$ cat config.mk
export PLATFORM = sky130hd
export DESIGN_NAME = execute_muldiv_stage
export DESIGN_NICKNAME = d
export VERILOG_FILES = /design/src/rtl/execute_muldiv_stage.sv
export SDC_FILE = /design/constraint.sdc
export NUM_CORES = 1
export LEC_CHECK = 0
export ABC_AREA = 1
export CAP_MARGIN = 20
export CELL_PAD_IN_SITES_DETAIL_PLACEMENT = 0
export CELL_PAD_IN_SITES_GLOBAL_PLACEMENT = 1
export CORE_MARGIN = 1
export CORE_UTILIZATION = 40
export DETAILED_ROUTE_END_ITERATION = 12
export PLACE_DENSITY = 0.81
export SETUP_SLACK_MARGIN = 0.1
export SLEW_MARGIN = 20
export SYNTH_ARGS = -nofsm -noshare
export SYNTH_HDL_FRONTEND = slang
export SYNTH_SLANG_ARGS = --single-unit
$ cat constraint.sdc
create_clock -name CLK -period 2.8 [get_ports CLK]
set_clock_uncertainty 0.05 [all_clocks]
set_input_delay 0.56 -clock CLK [delete_from_list [all_inputs] [get_ports CLK]]
set_output_delay 0.56 -clock CLK [all_outputs]
set_load 0.005 [all_outputs]
$ cat src/rtl/execute_muldiv_stage.sv
// Execute stage: single-cycle ALU plus an iterative shift-add multiplier / restoring divider.
// States: IDLE = ALU path, accepts work | RUN = one mul/div step per edge | DONE = result waits for an advance edge.
module execute_muldiv_stage #(
  parameter int WIDTH = 32,
  parameter int REGW  = 5
) (
  input  logic             CLK,
  input  logic             nRST,
  input  logic             ihit,
  input  logic             flush,
  input  logic             freeze,
  input  logic             in_valid,
  input  logic [2:0]       in_op,
  input  logic [WIDTH-1:0] in_porta,
  input  logic [WIDTH-1:0] in_portb,
  input  logic [WIDTH-1:0] in_imm,
  input  logic             in_alusrc,
  input  logic [1:0]       fwd_sel_a,
  input  logic [1:0]       fwd_sel_b,
  input  logic [WIDTH-1:0] fwd_ex_data,
  input  logic [WIDTH-1:0] fwd_wb_data,
  input  logic [REGW-1:0]  in_rw,
  input  logic             in_regwen,
  output logic             busy,
  output logic             out_valid,
  output logic             out_regwen,
  output logic [WIDTH-1:0] out_result,
  output logic [REGW-1:0]  out_rw,
  output logic             out_divzero
);
  localparam int CW = $clog2(WIDTH);

  typedef enum logic [1:0] {IDLE, RUN, DONE} state_t;

  state_t           state_q, state_d;
  logic [CW-1:0]    cnt_q, cnt_d;
  logic [WIDTH-1:0] x_q, x_d, y_q, y_d;
  logic [WIDTH:0]   acc_q, acc_d;
  logic             is_div_q, is_div_d, dz_q, dz_d, cap_regwen_q, cap_regwen_d;
  logic [REGW-1:0]  cap_rw_q, cap_rw_d;

  logic [WIDTH-1:0] res_q, res_d;
  logic [REGW-1:0]  rw_q, rw_d;
  logic             valid_q, valid_d, regwen_q, regwen_d, divz_q, divz_d;

  logic [WIDTH-1:0] op_a, op_b, fwd_b, alu_res, mul_sum;
  logic [WIDTH:0]   rem_sh, rem_sub;
  logic             adv, flush_go, is_multi;

  assign adv      = ihit & ~freeze & ~flush;
  assign flush_go = flush & ihit;
  assign is_multi = (in_op[2:1] == 2'b11);

  always_comb begin
    case (fwd_sel_a)
      2'd1:    op_a = fwd_ex_data;
      2'd2:    op_a = fwd_wb_data;
      default: op_a = in_porta;
    endcase
    case (fwd_sel_b)
      2'd1:    fwd_b = fwd_ex_data;
      2'd2:    fwd_b = fwd_wb_data;
      default: fwd_b = in_portb;
    endcase
    op_b = in_alusrc ? in_imm : fwd_b;
  end

  always_comb begin
    alu_res = '0;
    case (in_op)
      3'd0:    alu_res = op_a + op_b;
      3'd1:    alu_res = op_a - op_b;
      3'd2:    alu_res = op_a & op_b;
      3'd3:    alu_res = op_a | op_b;
      3'd4:    alu_res = op_a ^ op_b;
      3'd5:    alu_res = {{(WIDTH-1){1'b0}}, ($signed(op_a) < $signed(op_b))};
      default: alu_res = '0;
    endcase
  end

  // x holds multiplicand (mul) or dividend shifting into quotient (div); acc is product or remainder.
  always_comb begin
    mul_sum = acc_q[WIDTH-1:0] + (y_q[0] ? x_q : {WIDTH{1'b0}});
    rem_sh  = {acc_q[WIDTH-1:0], x_q[WIDTH-1]};
    rem_sub = rem_sh - {1'b0, y_q};
  end

  always_comb begin
    state_d      = state_q;
    cnt_d        = cnt_q;
    x_d          = x_q;
    y_d          = y_q;
    acc_d        = acc_q;
    is_div_d     = is_div_q;
    dz_d         = dz_q;
    cap_rw_d     = cap_rw_q;
    cap_regwen_d = cap_regwen_q;
    res_d        = res_q;
    rw_d         = rw_q;
    valid_d      = valid_q;
    regwen_d     = regwen_q;
    divz_d       = divz_q;

    case (state_q)
      IDLE: begin
        if (adv && in_valid && is_multi) begin
          state_d      = RUN;
          cnt_d        = '0;
          x_d          = op_a;
          y_d          = op_b;
          acc_d        = '0;
          is_div_d     = in_op[0];
          dz_d         = in_op[0] && (op_b == '0);
          cap_rw_d     = in_rw;
          cap_regwen_d = in_regwen;
          {res_d, rw_d, valid_d, regwen_d, divz_d} = '0;
        end else if (adv) begin
          res_d    = alu_res;
          rw_d     = in_rw;
          valid_d  = in_valid;
          regwen_d = in_regwen;
          divz_d   = 1'b0;
        end
      end
      RUN: begin
        x_d = {x_q[WIDTH-2:0], 1'b0};
        if (is_div_q) begin
          if (rem_sh >= {1'b0, y_q}) begin
            acc_d  = rem_sub;
            x_d[0] = 1'b1;
          end else begin
            acc_d = rem_sh;
          end
        end else begin
          acc_d = {1'b0, mul_sum};
          y_d   = y_q >> 1;
        end
        cnt_d = cnt_q + CW'(1);
        if (cnt_q == CW'(WIDTH-1)) state_d = DONE;
        if (adv) {res_d, rw_d, valid_d, regwen_d, divz_d} = '0;
      end
      DONE: begin
        if (adv) begin
          res_d    = is_div_q ? x_q : acc_q[WIDTH-1:0];
          rw_d     = cap_rw_q;
          valid_d  = 1'b1;
          regwen_d = cap_regwen_q;
          divz_d   = dz_q;
          state_d  = IDLE;
        end
      end
      default: state_d = IDLE;
    endcase

    if (flush_go) begin
      state_d = IDLE;
      cnt_d   = '0;
      {x_d, y_d, acc_d, is_div_d, dz_d, cap_rw_d, cap_regwen_d} = '0;
      {res_d, rw_d, valid_d, regwen_d, divz_d} = '0;
    end
  end

  always_ff @(posedge CLK or negedge nRST) begin
    if (!nRST) begin
      state_q      <= IDLE;
      cnt_q        <= '0;
      x_q          <= '0;
      y_q          <= '0;
      acc_q        <= '0;
      is_div_q     <= 1'b0;
      dz_q         <= 1'b0;
      cap_rw_q     <= '0;
      cap_regwen_q <= 1'b0;
      res_q        <= '0;
      rw_q         <= '0;
      valid_q      <= 1'b0;
      regwen_q     <= 1'b0;
      divz_q       <= 1'b0;
    end else begin
      state_q      <= state_d;
      cnt_q        <= cnt_d;
      x_q          <= x_d;
      y_q          <= y_d;
      acc_q        <= acc_d;
      is_div_q     <= is_div_d;
      dz_q         <= dz_d;
      cap_rw_q     <= cap_rw_d;
      cap_regwen_q <= cap_regwen_d;
      res_q        <= res_d;
      rw_q         <= rw_d;
      valid_q      <= valid_d;
      regwen_q     <= regwen_d;
      divz_q       <= divz_d;
    end
  end

  assign busy        = (state_q != IDLE);
  assign out_valid   = valid_q;
  assign out_regwen  = regwen_q;
  assign out_result  = res_q;
  assign out_rw      = rw_q;
  assign out_divzero = divz_q;
endmodule

=== After elaboration in Yosys (flattened, before gate mapping) ===
Index checks and enable logic that the tools add are counted.

* Flip-flop bits (word level): 151
* Output and inout bits: 41

* Bitwise gates (word level): 8
* Add/subtract/negate cells: 5
* Reduce and logical (&&, ||, !) cells: 17
* Multiplexer cells: 68
* Order comparisons: 2
* Eq/ne operators: 19

{| class="wikitable"
|+ Operator list
! cell !! number
|-
| $mux 32 || 17
|-
| $pmux 32 s2 || 5
|-
| $pmux 32 s6 || 1
|-
| $pmux 32 s3 || 1
|-
| $add 32x32->32 || 2
|-
| $sub 32x32->32 || 2
|-
| $mux 5 || 10
|-
| $ge 33x32->1 || 1
|-
| $and 32x32->32 || 1
|-
| $logic_not 32->1 || 1
|-
| $lt 32x32->1 || 1
|-
| $or 32x32->32 || 1
|-
| $xor 32x32->32 || 1
|-
| $mux 1 || 24
|-
| $ne 3x3->1 const B || 5
|-
| $pmux 5 s3 || 1
|-
| $pmux 5 s2 || 1
|-
| $pmux 1 s3 || 3
|-
| $eq 2x2->1 const B || 4
|-
| $mux 2 || 4
|-
| $eq 2x1->1 const B || 3
|-
| $eq 3x2->1 const B || 2
|-
| $eq 3x3->1 const B || 2
|-
| $pmux 2 s3 || 1
|-
| 15 further kinds || 25
|}

=== Depth between registers and ports, before layout ===
* Depth after elaboration: 9
* Gate-level depth with buffers: 26
* Gate-level depth less buffers: 24

=== Worst setup path after synthesis ===
No wires, ideal clock.

* Path type: input port to flip-flop
* Start: input fwd_sel_b[0]
* End: register res_q[0], in the netlist out_result[0]
* Library setup time: 118 ps
* Path slack: -682 ps
* Data required time: 2,632 ps
* Cell stages on the path: 23
* Arrival time: 3,315 ps
* Path through: inv_1 -> ha_1 -> inv_2 -> clkbuf_1 -> nand3_1 -> a22oi_1 -> inv_1 -> ha_1 -> clkbuf_1 -> nor2_1 -> inv_1 -> nor2_1 -> inv_1 -> nor2_1 -> nand2_1 -> nand2_1 -> nand2_1 -> nand3_1 -> nand2_1 -> nand2_1 -> nand3_1 -> nand3_1 -> nand2_1

* Word-level cells in the longest chain between the ends: 9

{| class="wikitable"
|+ RTL lines
! element !! RTL line !! source
|-
| start: declaration || 19 || <nowiki>input logic [1:0] fwd_sel_b,</nowiki>
|-
| $eq 2x2->1 or $eq 2x1->1 (tied branches) || 60 || <nowiki>case (fwd_sel_b)</nowiki>
|-
| $pmux 32 s2 * || 60 ||
|-
| $mux 32 * || 65 || <nowiki>op_b = in_alusrc ? in_imm : fwd_b;</nowiki>
|-
| $sub 32x32->32 (tied with other cells) || 72 || <nowiki>3'd1: alu_res = op_a - op_b;</nowiki>
|-
| $pmux 32 s6 * || 70 || <nowiki>case (in_op)</nowiki>
|-
| $mux 32 * || 117 || <nowiki>end else if (adv) begin</nowiki>
|-
| $mux 32 * || 106 || <nowiki>if (adv && in_valid && is_multi) begin</nowiki>
|-
| $pmux 32 s3 * || 104 || <nowiki>case (state_q)</nowiki>
|-
| $mux 32 * || 155 || <nowiki>if (flush_go) begin</nowiki>
|-
| end signal: assignment || 189 || <nowiki>res_q <= res_d;</nowiki>
|-
| end: declaration || 42 || <nowiki>logic [WIDTH-1:0] res_q, res_d;</nowiki>
|}

Every way passes the cells marked *; elsewhere a longest branch is shown, timed or not. The select of a mux whose other input is x is not followed.
A chain may end at the register's enable or synchronous reset.

=== Final worst setup path ===
* Start: input fwd_sel_b[0]
* End: register res_q[28], in the netlist out_result[28]

* Word-level cells in the longest chain between the ends: 9

{| class="wikitable"
|+ RTL lines
! element !! RTL line
|-
| $eq 2x2->1 or $eq 2x1->1 (tied branches) || 60
|-
| $pmux 32 s2 * || 60
|-
| $mux 32 * || 65
|-
| $sub 32x32->32 (tied with other cells) || 72
|-
| $pmux 32 s6 * || 70
|-
| $mux 32 * || 117
|-
| $mux 32 * || 106
|-
| $pmux 32 s3 * || 104
|-
| $mux 32 * || 155
|}

Marked as above.

==> impl_summary.txt <==
----------------------------------------------------
[Clocking]
  CTS buffer count ... 17
  H-tree lvl count ... 4
  Buffer levels on the longest clock path ... 2
  Clock transition at the register clock pins on the worst setup and hold paths after CTS ... 0.07 ns
  Root Driver ... clkbuf_16
  Clock insertion delay at the later pin of the skew report ... 0.52 ns
  CTS tree ... yes
  Total number of clock tree sinks ... 151

[Global route]
  Global router's overall resource usage ... 0.4179
  Initial antenna violation count ... 3
  Pin count of the biggest net entering global routing ... 69
  Via count of the first global-routing pass ... 26.44k
  Busiest grt layer ... met2
  M2 GR Usage ... 0.6399
  Met3 usage in global routing ... 0.07992
  Wire length of the first global-routing pass ... 157,800 um
  Global routing usage on met1 ... 0.5343
  Overflow after GRT ... 0

[Route]
  Final antenna-violating net count ... 0
  Count of vias placed by the detailed router ... 27.31k
  Detailed-route wire length per cell ... 22.40 um
  Drt drc ... 0
  Detailed Routing Iterations Pass 1 ... 6
  Drt first-iter violations ... 3,033
  Routed vias/inst ... 5.646
  Routed wire length ... 108,400 um

[Timing]
  Maximum clock frequency ... 312.5 MHz
  Final Slew Violations ... 0
  Final worst path period share ... 1.143
  RSZ-0062 raised after global routing ... yes
  # setup viols final ... 29
  Worst slew margin ... 0.5292
  Final hold slack ... 0.4273 ns
  Final hold violations ... 0
  Slew @ Worst Pin ... 0.6988 ns
  Shortest period the worst path allows ... 3.200 ns
  Worst Setup Slack, final ... -0.4000 ns

[Die]
  Die width ... 225.5 um
  Starting density of the core ... 0.4073
  I/O pins ... 221
  Die Span Y ... 225.5 um
  Die area ... 0.05084 mm^2
  Cell Rows ... 81
  Placeable core area ... 0.04905 mm^2

[Synth]
  Cell count after synthesis ... 3,433
  Post-synthesis async set-or-reset flop share ... 1.000
  Total of flip-flops plus latches after synthesis ... 151
  Syn_nets ... 3,793
  Count of warnings emitted by yosys ... 0
  Top FF cell, synth ... dfrtp_1
  Number of flops mapped to enable cells by yosys ... 0
  Post-Synthesis Mean Instance Area ... 5.819 um^2
  Sequential fraction of the synthesis area ... 0.1892
  Post-synthesis instance area ... 0.01998 mm^2
  Distinct cell type count of the synthesized netlist ... 55

[Finish]
  # nets final ... 4,519
  Share of post-route cells with drive strength above 1 ... 0.3157
  Area of the multi-input gates ... 0.01674 mm^2
  Signed area change from the synthesized netlist to the final layout ... 57.89%
  Fill cells ... 4,575
  Sequential Area ... 0.003787 mm^2

[Run status]
  Violations in the final reports ... setup timing
  Run status ... finished, violations left

[Critical path]
  Number of cells on the worst reg-to-reg path ... 15
  Maximum fanout along the worst path ... 6
  Critical Path End Type ... flip-flop
  Worst EP arrival ... 3.54 ns
  Element type at the critical path start ... input port
  Origin of the worst setup path ... fwd_sel_b[0]
  Register-to-register setup slack ... 0.06 ns
  Data required, critical path ... 3.14 ns
  Termination of the worst setup path ... out_result[28]
  Reg2Reg Launch Point ... y_q[0]
  WS Path Type ... in -> reg
  Destination of the worst register-to-register timing path ... acc_q[26]

[Placed design]
  Placed wire-length estimate after detailed placement ... 85,160 um
  Routability congestion estimate from global placement ... 1.097
  Count of buffers from port buffering ... 220

[Hold path]
  Worst Hold Class ... reg -> reg

[Pwr]
  Total power density per cell area ... 808.6 mW/mm^2
  Worst VDD drop ... 0.6426 mV
  Leakage component of the power ... 15.70 nW
  Post-layout power ... 25.50 mW

[Flow run]
  Number of maximum-capacitance constraint violations ... 0

----------------------------------------------------
final cells by class:
class / count / area share
Multi-Input combinational cell: 2613 / 0.5308
Timing Repair Buffer: 842 / 0.2384
Sequential cell: 151 / 0.1201
Inverter: 533 / 0.06430
Tap cell: 664 / 0.02634
Clock buffer: 17 / 0.01349
Clock inverter: 15 / 0.006149
Timing Repair inverter: 1 / 0.0003570
Antenna cell: 1 / 0.00007934
repair_timing:
action | 4_1_cts | 5_1_grt
pin swaps | 180 | 150
gates resized for setup | 439 | 330
hold buffers | 1 | 0
setup buffers | 67 | 28
hold endpoints to repair | 41 | 0
cloned | 3 | 0
endpoints found under the setup margin | 61 | 65
synthesized netlist by cell type (4+ instances only):
master    instances  area (um^2)
nand4_1          43        269.0
clkbuf_1         97        364.1
ha_1            176         2202
inv_2            11        41.29
o221ai_1         17        148.9
dfrtp_1         151         3779
xor2_1           26        227.7
a22o_1            8        70.07
nand2_1        1120         4204
nand3_1         284         1421
buf_1            12        45.04
a31oi_1           6        37.54
o21ai_0         189        945.9
o211ai_1         16        120.1
and2_1           16        100.1
a32oi_1           6        52.55
inv_1           521         1956
o21ai_1          31        155.2
fa_1              4        80.08
a21oi_1         181        905.9
or2_2             5        31.28
buf_6             4        45.04
xnor2_1           5        43.79
buf_4             7        52.55
o21bai_1         12        90.09
a22oi_1          24        180.2
nor3_1           21        105.1
a21boi_0          7        52.55
buf_2            16        80.08
o22ai_1          68        425.4
a221o_1          32        320.3
nand3b_1         10        75.07
nor2_1          266        998.5
nor4_1            6        37.54
state kept, by name (all words and copies together), names as in the netlist:
name	count
acc_q	32
out_result	32
x_q	32
y_q	32
cap_rw_q	5
cnt_q	5
out_rw	5
state_q	2
cap_regwen_q	1
dz_q	1
is_div_q	1
out_divzero	1
out_regwen	1
out_valid	1
stage by stage:
stage | utilization | cell area [um^2] | instances | setup TNS, ns | setup slack (ns)
final | 0.6430 | 31540 | 4837 | -7.642 | -0.4000
after global routing | 0.6430 | 31540 | 4836 | -11.08 | -0.4784
after CTS | 0.6103 | 29940 | 4808 | -4.446 | -0.2477
after detailed placement | 0.5557 | 27260 | 4705 | -46.37 | -1.560
after global placement | 0.5557 | 27260 | 4705 | -43.97 | -1.531
after floorplan | - | 20780 | 3433 | -5.167 | -0.2510
cells by family (layout without fill, tap and decap cells):
group                      after synthesis  count (layout)  share of synthesized area
xor gates and xnor gates                31              31                    0.01359
and+or+nand+nor                       1787            1787                     0.3700
other                                    0               1                          0
AOI/OAI and AO/OA                      615             615                     0.1835
buffers and inverters                  669            1408                     0.1295
adders and majority gates              180             180                     0.1142
DFF                                    151             151                     0.1892
cells in the final DEF, fill, tap and decap left out, types with 32 or more instances in the layout:
| cell type | instances |
|---|---|
| a21oi_1 | 129 |
| a21oi_2 | 49 |
| a221o_1 | 32 |
| buf_4 | 537 |
| buf_6 | 50 |
| clkdlybuf4s50_1 | 211 |
| dfrtp_1 | 144 |
| ha_1 | 95 |
| ha_4 | 75 |
| inv_1 | 452 |
| inv_2 | 73 |
| nand2_1 | 953 |
| nand2_2 | 132 |
| nand2_4 | 37 |
| nand3_1 | 238 |
| nand3_2 | 37 |
| nand4_1 | 43 |
| nor2_1 | 164 |
| nor2_2 | 55 |
| nor2_4 | 51 |
| o21ai_0 | 109 |
| o21ai_1 | 70 |
| o21ai_2 | 33 |
| o22ai_1 | 67 |
report_power, final:
group | leakage, nW | internal [mW] | switching [mW]
Combinational | 13.4 | 7.62 | 11.8
Clock | 0.299 | 1.22 | 1.33
Sequential | 2.00 | 2.90 | 0.621
Total | 15.7 | 11.7 | 13.8
how the worst min path moves through the flow:
| stage | cells past startpoint | slack [ns] | start | to |
|---|---|---|---|---|
| after global routing | 2 | 0.47 | out_result[26] | out_result[26] |
| after CTS | 2 | 0.44 | out_result[20] | out_result[20] |
| final | 2 | 0.43 | out_result[20] | out_result[20] |
| after detailed placement | 2 | 0.42 | out_result[20] | out_result[20] |
| after floorplan | 0 | 0.21 | nRST | acc_q[0] |
| after global placement | 2 | 0.41 | out_result[19] | out_result[19] |
worst max-delay path, cell delays in order:
cell,delay [ns]
buf_8,0.08
inv_4,0.03
ha_4,0.30
inv_12,0.05
buf_8,0.14
buf_6,0.14
nor2_4,0.11
nor2_4,0.05
a22oi_2,0.28
inv_2,0.08
ha_4,0.31
buf_6,0.14
nor2_4,0.12
nand2_2,0.08
nor2_1,0.10
nand2_1,0.06
nand3b_1,0.16
buf_6,0.16
nand2_4,0.06
nand2_1,0.06
nand2_1,0.05
nand3_1,0.07
nand4_1,0.14
nand3_1,0.13
nand2_1,0.06
routing by layer:
layer | share of wire | vias up
met5 | 0.00026 | -
met1 | 0.40 | 12680
li1 | - | 12630
met4 | 0.073 | 4
met2 | 0.43 | 1592
met3 | 0.098 | 408
Note: power is estimated with default switching activity, not from simulation.
